File: src/rtl/prog_delay_line.sv
// prog_delay_line
//   Run-time programmable delay line. A WIDTH-bit word is delayed by
//   cur_delay enabled cycles, where cur_delay is between 1 and MAX_DELAY.
//   The delay can be reloaded while the line is running. data_valid_o shows
//   when data_o holds real pushed history rather than reset or flush fill.
//
// Ports
//   clk_i         clock, all logic on the rising edge
//   srst_i        synchronous reset, active-high
//   en_i          shift enable: capture data_i and advance the line
//   data_i        input word
//   flush_i       discard history (fill count to 0); data registers keep their contents
//   delay_we_i    load the clamped delay_i into the active delay register
//   delay_i       requested delay (0 -> 1, above MAX_DELAY -> MAX_DELAY)
//   data_o        word pushed cur_delay enabled cycles earlier
//   data_valid_o  high when the fill count is at least cur_delay
//   cur_delay_o   active (clamped) delay
module prog_delay_line #(
  parameter int WIDTH         = 8,
  parameter int MAX_DELAY     = 16,
  parameter int DEFAULT_DELAY = 10,
  localparam int DW           = $clog2(MAX_DELAY + 1)
) (
  input  logic             clk_i,
  input  logic             srst_i,
  input  logic             en_i,
  input  logic [WIDTH-1:0] data_i,
  input  logic             flush_i,
  input  logic             delay_we_i,
  input  logic [DW-1:0]    delay_i,
  output logic [WIDTH-1:0] data_o,
  output logic             data_valid_o,
  output logic [DW-1:0]    cur_delay_o
);

  logic [WIDTH-1:0] stage_q [MAX_DELAY];
  logic [DW-1:0]    fillCnt_q, fillCnt_d;
  logic [DW-1:0]    curDelay_q, curDelay_d;

  // Clamp the requested delay into the legal range 1..MAX_DELAY.
  always_comb begin
    curDelay_d = curDelay_q;
    if (delay_we_i) begin
      if (delay_i == '0) begin
        curDelay_d = DW'(1);
      end else if (delay_i > DW'(MAX_DELAY)) begin
        curDelay_d = DW'(MAX_DELAY);
      end else begin
        curDelay_d = delay_i;
      end
    end
  end

  // Flush wins over counting. A word pushed on the flush cycle is the first
  // word of the new history, so it counts as 1. The count saturates.
  always_comb begin
    fillCnt_d = fillCnt_q;
    if (flush_i) begin
      fillCnt_d = en_i ? DW'(1) : '0;
    end else if (en_i && (fillCnt_q < DW'(MAX_DELAY))) begin
      fillCnt_d = fillCnt_q + DW'(1);
    end
  end

  always_ff @(posedge clk_i) begin
    if (srst_i) begin
      for (int k = 0; k < MAX_DELAY; k++) begin
        stage_q[k] <= '0;
      end
      fillCnt_q  <= '0;
      curDelay_q <= DW'(DEFAULT_DELAY);
    end else begin
      if (en_i) begin
        stage_q[0] <= data_i;
        for (int k = 1; k < MAX_DELAY; k++) begin
          stage_q[k] <= stage_q[k-1];
        end
      end
      fillCnt_q  <= fillCnt_d;
      curDelay_q <= curDelay_d;
    end
  end

  // Output tap: stage[cur_delay-1], selected by a one-hot compare. This avoids
  // an arithmetic index that is wider than the stage array needs.
  always_comb begin
    data_o = '0;
    for (int k = 0; k < MAX_DELAY; k++) begin
      if (curDelay_q == DW'(k + 1)) begin
        data_o = stage_q[k];
      end
    end
  end

  assign data_valid_o = (fillCnt_q >= curDelay_q);
  assign cur_delay_o  = curDelay_q;

endmodule

File: config.mk
export PLATFORM = sky130hd
export DESIGN_NAME = prog_delay_line
export DESIGN_NICKNAME = d
export VERILOG_FILES = /design/src/rtl/prog_delay_line.sv
export SDC_FILE = /design/constraint.sdc
export NUM_CORES = 1
export LEC_CHECK = 0
export BUFFER_PORTS_ARGS = -buffer_cell sky130_fd_sc_hd__buf_4
export CAP_MARGIN = 20
export CORE_UTILIZATION = 54
export CTS_BUF_LIST = sky130_fd_sc_hd__clkbuf_8
export CTS_CLUSTER_DIAMETER = 100
export DETAILED_ROUTE_END_ITERATION = 10
export PLACE_DENSITY_LB_ADDON = 0.12
export SYNTH_ARGS = -nofsm -noshare
export SYNTH_HDL_FRONTEND = slang
export SYNTH_SLANG_ARGS = --single-unit
File: constraint.sdc
create_clock -name clk_i -period 8 [get_ports clk_i]
set_clock_uncertainty 0.15 [all_clocks]
set_input_delay 0.8 -clock clk_i [delete_from_list [all_inputs] [get_ports clk_i]]
set_output_delay 0.8 -clock clk_i [all_outputs]
set_load 0.03 [all_outputs]
Word-level counts from Yosys, hierarchy flattened:

Memories as Yosys holds them, arrays and structs flattened.
Cells that the tools add are included.

* add/sub/neg operators: 1
* order comparisons: 3
* equal/unequal tests: 16
* mux-type cells: 42
* bitwise operators: 16
* reductions and logical operators: 3

Operators by type and width (count)
* $mux W8: 32
* $eq A5 B4 Y1 const B: 8
* $eq A5 B3 Y1 const B: 4
* $mux W5: 4
* $or A1 B1 Y1: 16
* $eq A5 B2 Y1 const B: 2
* $mux W1: 6
* $add A5 B1 Y5 const B: 1
* $eq A5 B1 Y1 const B: 1
* $eq A5 B5 Y1 const B: 1
* $ge A5 B5 Y1: 1
* $gt A5 B5 Y1 const B: 1
* $logic_not A5 Y1: 1
* $lt A5 B5 Y1 const B: 1
* $reduce_bool A2 Y1: 1
* $logic_and A1 B1 Y1: 1

* register bits after elaboration: 10
* memory bits (writable): 128
* output and inout port bits: 14
* logic and storage cells: 84
* memories kept: 1

Memory list
* stage_q: words 16, bits a word 8, rd ports 16, clocked after Yosys merged registers in 0, write ports 16, line 36 `logic [WIDTH-1:0] stage_q [MAX_DELAY];`

Logic depth before layout (Yosys ltp):

Gate-level depths: netlist of the first run.

* depth after elaboration: 17
* gate-level depth with buffers: 8
* depth with buffers taken out: 7

Least setup slack after synthesis of the first run:

No wires, ideal clock.

* kind: input -> register
* start: input port srst_i
* end: memory stage_q[0][0], enable pin
* library setup time: 433 ps
* arrival time: 2994 ps
* slack: 4423 ps
* stages on the path: 3
* buffers on the path: 2
* path through: clkbuf_1 > clkbuf_1 > or2_2

RTL lines
* start: declaration: line 25 `input logic srst_i,`
* end: declaration: line 36

Worst setup path after layout of the first run:

* start: register curDelay_q[2] (netlist: cur_delay_o[2])
* end: output port data_o[5]

* word-level cells in the longest chain between the ends: 17
* elaborated cells between the ends (all ways): 32
* classes of those cells: eq/ne (16); mux (16)

RTL lines
* start: declaration: line 38 `logic [DW-1:0] curDelay_q, curDelay_d;`
* start signal: assignment: line 71 `curDelay_q <= DW'(DEFAULT_DELAY);`
* start signal: assignment: line 80 `curDelay_q <= curDelay_d;`
* $eq A5 B1 Y1: line 89 `if (curDelay_q == DW'(k + 1)) begin`
* $mux W8 (15 in a row): line 89
* $mux W8 (*): line 89
* end: declaration: line 31 `output logic [WIDTH-1:0] data_o,`

Mark *: on every way between the ends. The rest lies on a longest branch, timed or not.

==> metrics.txt, run 1 <==
status=completed; cts repair resizes=0; row count=40; most used cell, CP=buf_4; DRT Pass-1 Iters=5; Least-Margin Pin Slew=0.9112 ns; total CTS buffers=17; share of post-route cells with drive strength above 1=13.98%; via count=~4,700; family with the most delay on the worst path=simple AND/OR/NAND/NOR gates; Leak=around 2.9 nW; RSZ-0062 raised after global routing=false; layout net count=~630; Max Transition Viols Final=0; # H-tree levels=4; Synth async-reset ratio=0%; post-CTS setup buffers=0; Slowest cell on crit path=nor3_1; Post-route DRC=0; Worst-Skew Late Latency=0.46 ns; # setup viols final=0; Worst setup EP type=output pin; first-pass GRT wire length=25.08 mm; maxcap violations=0; period utilization=52.66%; Routed WL=approximately 16 mm; cell chain of the critical path=buf_4 -> inv_1 -> nor3_1 -> nand2_1 -> a211oi_1 -> o22ai_1 -> buf_4; worst endpoint required time=7.05 ns; most common cell after layout, fill and taps aside=edfxtp_1; Yosys cell types=60; setup TNS=0 ns; CTS Root Cell=clkbuf_8; Longest Clk Path Bufs=2; Fin. Hold Viols=0; Syn Inst Count=585; Crit path depth=7; WP buf/inv=3; Hold Path Depth=1; CTS tree=built; post-route insts no fill=a little under 800; hold buffers post-CTS=0; Post-DRT Antenna Nets=0; Syn. warnings=0; Post-synth EDFFs=128; initial antenna violation count=0; mapped cell area=slightly below 0.007 sq mm; Util after Layout=62.60%; clock-pin slew on the worst setup and hold paths=0.07 ns; Detail Placement HPWL=10.25 mm; Finished Cell Area=between 0.007 and 0.008 sq mm; number of global-route vias before repair=4,621; Crit Path Class=reg2out; Syn Nets=~610; core area=0.01221 sq mm; Power, Total=~1.7 mW; Die ar.=0.01320 sq mm; gr usage total=about a quarter; Antenna Cells=0; initial DRC count=around 620; die span in y=114.9 um; Yosys reg bits=138; post-place instance area=approximately 0.0072 sq mm; I/O Pins=32; Startpoint Class=register; Crit path arrival time=between 3 and 4 ns; sequential area share after synthesis=slightly below 60%; Die Span X=114.9 um; most frequent cells in the layout=edfxtp_1, and2_1, nor2b_1, buf_4, o21ai_0; Peak VDD IR=0.0001421 V; Placer Congestion=0.9011; DR vias/cell=about 6; Clock Sinks=138; Cell Pwr Density=221.9 mW/mm^2; Port Buffer Count=31; Top FF cell, synth=edfxtp_1; Slew headroom=between 30% and 40%; Area Overhead vs Synth=11.07%; Peak Freq=237.4 MHz; DP Cell Count=751; Reg2Reg Depth=3; CP peak stage delay=between 0.6 and 0.7 ns; wire per inst=19.80 um; Tmin final=between 4 and 5 ns; min-delay worst type=reg2reg; global route overflow=0; Initial Utilization=56.36%; worst-path fanout max=20; largest net degree at the start of global routing=81; syn avg cell area=11.77 sq um
final cells by class:
type / instances / area (sq um)
clock inverters: 14 / 205.2
repair buffers: 38 / 285.3
multi-input cells: 396 / 2609
well taps: 168 / 210.2
flip-flops and latches: 138 / 4046
inverters: 11 / 41.29
fillers: 974 / 4567
clock buffers: 18 / 247.7
worst reg2reg max path: cells and delay by family (launching register included):
family	cells	cell delay, ns
compound gates	1	0.15
flops	1	0.75
simple gates	1	0.11
buf+inv	1	0.44
per-stage QoR:
step	hold slack [ns]	setup slack, ns
finish	0.3989	3.787
global route	0.3973	3.654
CTS	0.3817	3.910
detailed placement	0.3791	4.423
global placement	0.3736	4.514
floorplan	0.3646	4.423
layer usage:
layer  up-vias  wire length, um  global-route usage, %  part of all wire [%]
met5         -                0                      0                     0
met4         0              360                  10.48                   2.3
met3        26             1037                  6.853                   6.7
met2       181             7446                  39.48                    48
met1      2302             6658                  33.99                    43
li1       2192                -                      -                     -
sequential cells by signal (all words and copies together) (netlist names):
| register | cells |
|---|---|
| fillCnt_q | 5 |
| stage_q | 128 |
| cur_delay_o | 5 |
cell families after synthesis:
family	count (synthesis)	share of synthesized area (%)
simple gates	243	21.31
flops	138	58.75
buf+inv	51	3.490
xor+xnor	2	0.2545
fa+ha+maj	6	1.091
mux	10	1.509
compound gates	135	13.60
synthesized netlist by cell type (7+ instances only):
cell type	count	area (sq um)
o211ai_1	9	67.56
a31oi_1	8	50.05
nand2_1	17	63.81
nor3_1	11	55.05
nor2b_1	59	369.1
mux2i_1	7	70.07
nand3_1	8	40.04
clkbuf_1	17	63.81
inv_1	11	41.29
nor2_1	25	93.84
and2_1	83	519.3
edfxtp_1	128	3844
buf_2	18	90.09
a22oi_1	8	60.06
o21ai_0	33	165.2
nand2b_1	10	62.56
dfxtp_1	10	200.2
a21oi_1	19	95.09
report_power, final:
part / switching, mW / total, mW / internal [mW]
clock: 0.269 / 0.645 / 0.376
sequential: 0.0332 / 0.874 / 0.841
combinational: 0.110 / 0.178 / 0.0681
path summary, 6_finish.rpt:
path,slack [ns],to,from
worst max register to register,6.33,cur_delay_o[0],cur_delay_o[0]
worst max-delay path,3.79,data_o[5],cur_delay_o[2]
worst min register to register,0.40,stage_q[0][29],stage_q[0][21]
worst min-delay path,0.40,stage_q[0][29],stage_q[0][21]
No activity file was read; power rests on OpenSTA's default activity.
==> run 2: changes to the inputs <==
clock period = 3.54 ns   (was 8 ns; I/O delays follow)
==> metrics.txt, run 2 (synthesized netlist as in run 1, its figures left out) <==
Detail Placement HPWL=10.92 mm; initial DRC count=between 500 and 600; Worst setup EP type=output pin; most common cell after layout, fill and taps aside=edfxtp_1; Worst-Skew Late Latency=0.46 ns; Max Transition Viols Final=0; setup TNS=0 ns; largest register by flop count=stage_q; DRT Pass-1 Iters=5; Crit path arrival time=2.83 ns; Post-route DRC=0; status=completed; Power, Total=3.789 mW; Die ar.=~0.013 sq mm; Antenna Cells=0; global route overflow=0; dpl ws=around 0.60 ns; most frequent cells in the layout=edfxtp_1, and2_1, nor2b_1, buf_4, o21ai_0; Placer Congestion=0.9970; maxcap violations=0; Tmin final=3.338 ns; Routed WL=15.83 mm; Leak=2.918 nW; Port Buffer Count=31; Hold Slack=0.03322 ns; core area=roughly 0.012 sq mm; Area Overhead vs Synth=13.29%; total CTS buffers=17; Cell Pwr Density=485.9 mW/mm^2; Post-DRT Antenna Nets=0; DP Cell Count=758; gr usage total=around 26%; Startpoint Class=register; via count=4,730; RSZ-0062 raised after global routing=false; Crit Path Class=reg2out; Peak VDD IR=0.0004564 V; Slew headroom=between 50% and 60%; I/O Pins=32; min-delay worst type=in2reg; layout net count=641; Fin. Hold Viols=0; share of post-route cells with drive strength above 1=between 15 and 20%; FF-to-FF Start=cur_delay_o[3]; # H-tree levels=4; worst-path fanout max=22; period utilization=94.29%; HP Start=data_i[6]; first-pass GRT wire length=25.27 mm; post-route insts no fill=798; DR vias/cell=around 5.9; Least-Margin Pin Slew=0.6349 ns; number of global-route vias before repair=4,702; flip-flop count of the largest register after layout=128; clock-pin slew on the worst setup and hold paths=0.08 ns; # setup viols final=0; die span in y=114.9 um; wire per inst=19.83 um; setup ws final=between 0.2 and 0.25 ns; row count=40; initial antenna violation count=0; Hold Path Depth=2; Initial Utilization=between 50% and 60%; Longest Clk Path Bufs=2; CTS tree=built; Reg2Reg Depth=2; CTS Root Cell=clkbuf_8; Clock Sinks=between 100 and 150; worst endpoint required time=3.04 ns; largest net degree at the start of global routing=81; beginning of the critical path=cur_delay_o[1]; Die Span X=about 110 um; Peak Freq=299.6 MHz
[run 2: report_power, final]
| part | switching (mW) | internal, mW |
|---|---|---|
| sequential | 0.0803 | 1.90 |
| combinational | 0.250 | 0.170 |
| clock | 0.623 | 0.767 |
| total | 0.954 | 2.84 |
[run 2: what timing repair did]
item,in CTS,in global routing
hold endpoints to repair,11,0
endpoints found under the setup margin,0,3
resized for setup,0,1
hold buffers,8,0
buffers inserted,0,0
[run 2: critical path, stage by stage, from the launching register on]
cell	delay (ns)
dfxtp_2	0.46
buf_4	0.25
or3b_2	0.52
nor3_2	0.28
a22oi_1	0.15
a22o_1	0.26
a31oi_1	0.24
buf_4	0.21
[run 2: per-layer routing]
layer | vias up | wire, um | GRT usage, %
met5 | - | 0 | 0
met4 | 0 | 294 | 11.00
met3 | 32 | 947 | 7.433
met2 | 170 | 7819 | 42.53
met1 | 2300 | 6763 | 32.39
li1 | 2228 | - | -
[run 2: per-stage QoR]
stage               utilization, %  instance area, sq um
detailed placement           59.63                  7282
finish                       63.85                  7797
CTS                          63.84                  7796
global route                 63.85                  7797
floorplan                        -                  6883
global placement             59.63                  7282
[run 2: final cells by class]
cell class	instances	area [sq um]
sequential	138	4048
clock buffer	17	234.0
tap	168	210.2
timing repair buffer	53	455.4
inverter	11	41.29
multi-input combinational	396	2609
clock inverter	15	200.2
fill	998	4414
[run 2: worst paths after layout]
path                    end  slack [ns]
min           stage_q[0][6]        0.03
min reg2reg   stage_q[1][8]        0.40
max reg2reg  cur_delay_o[3]        2.12
max               data_o[2]        0.20
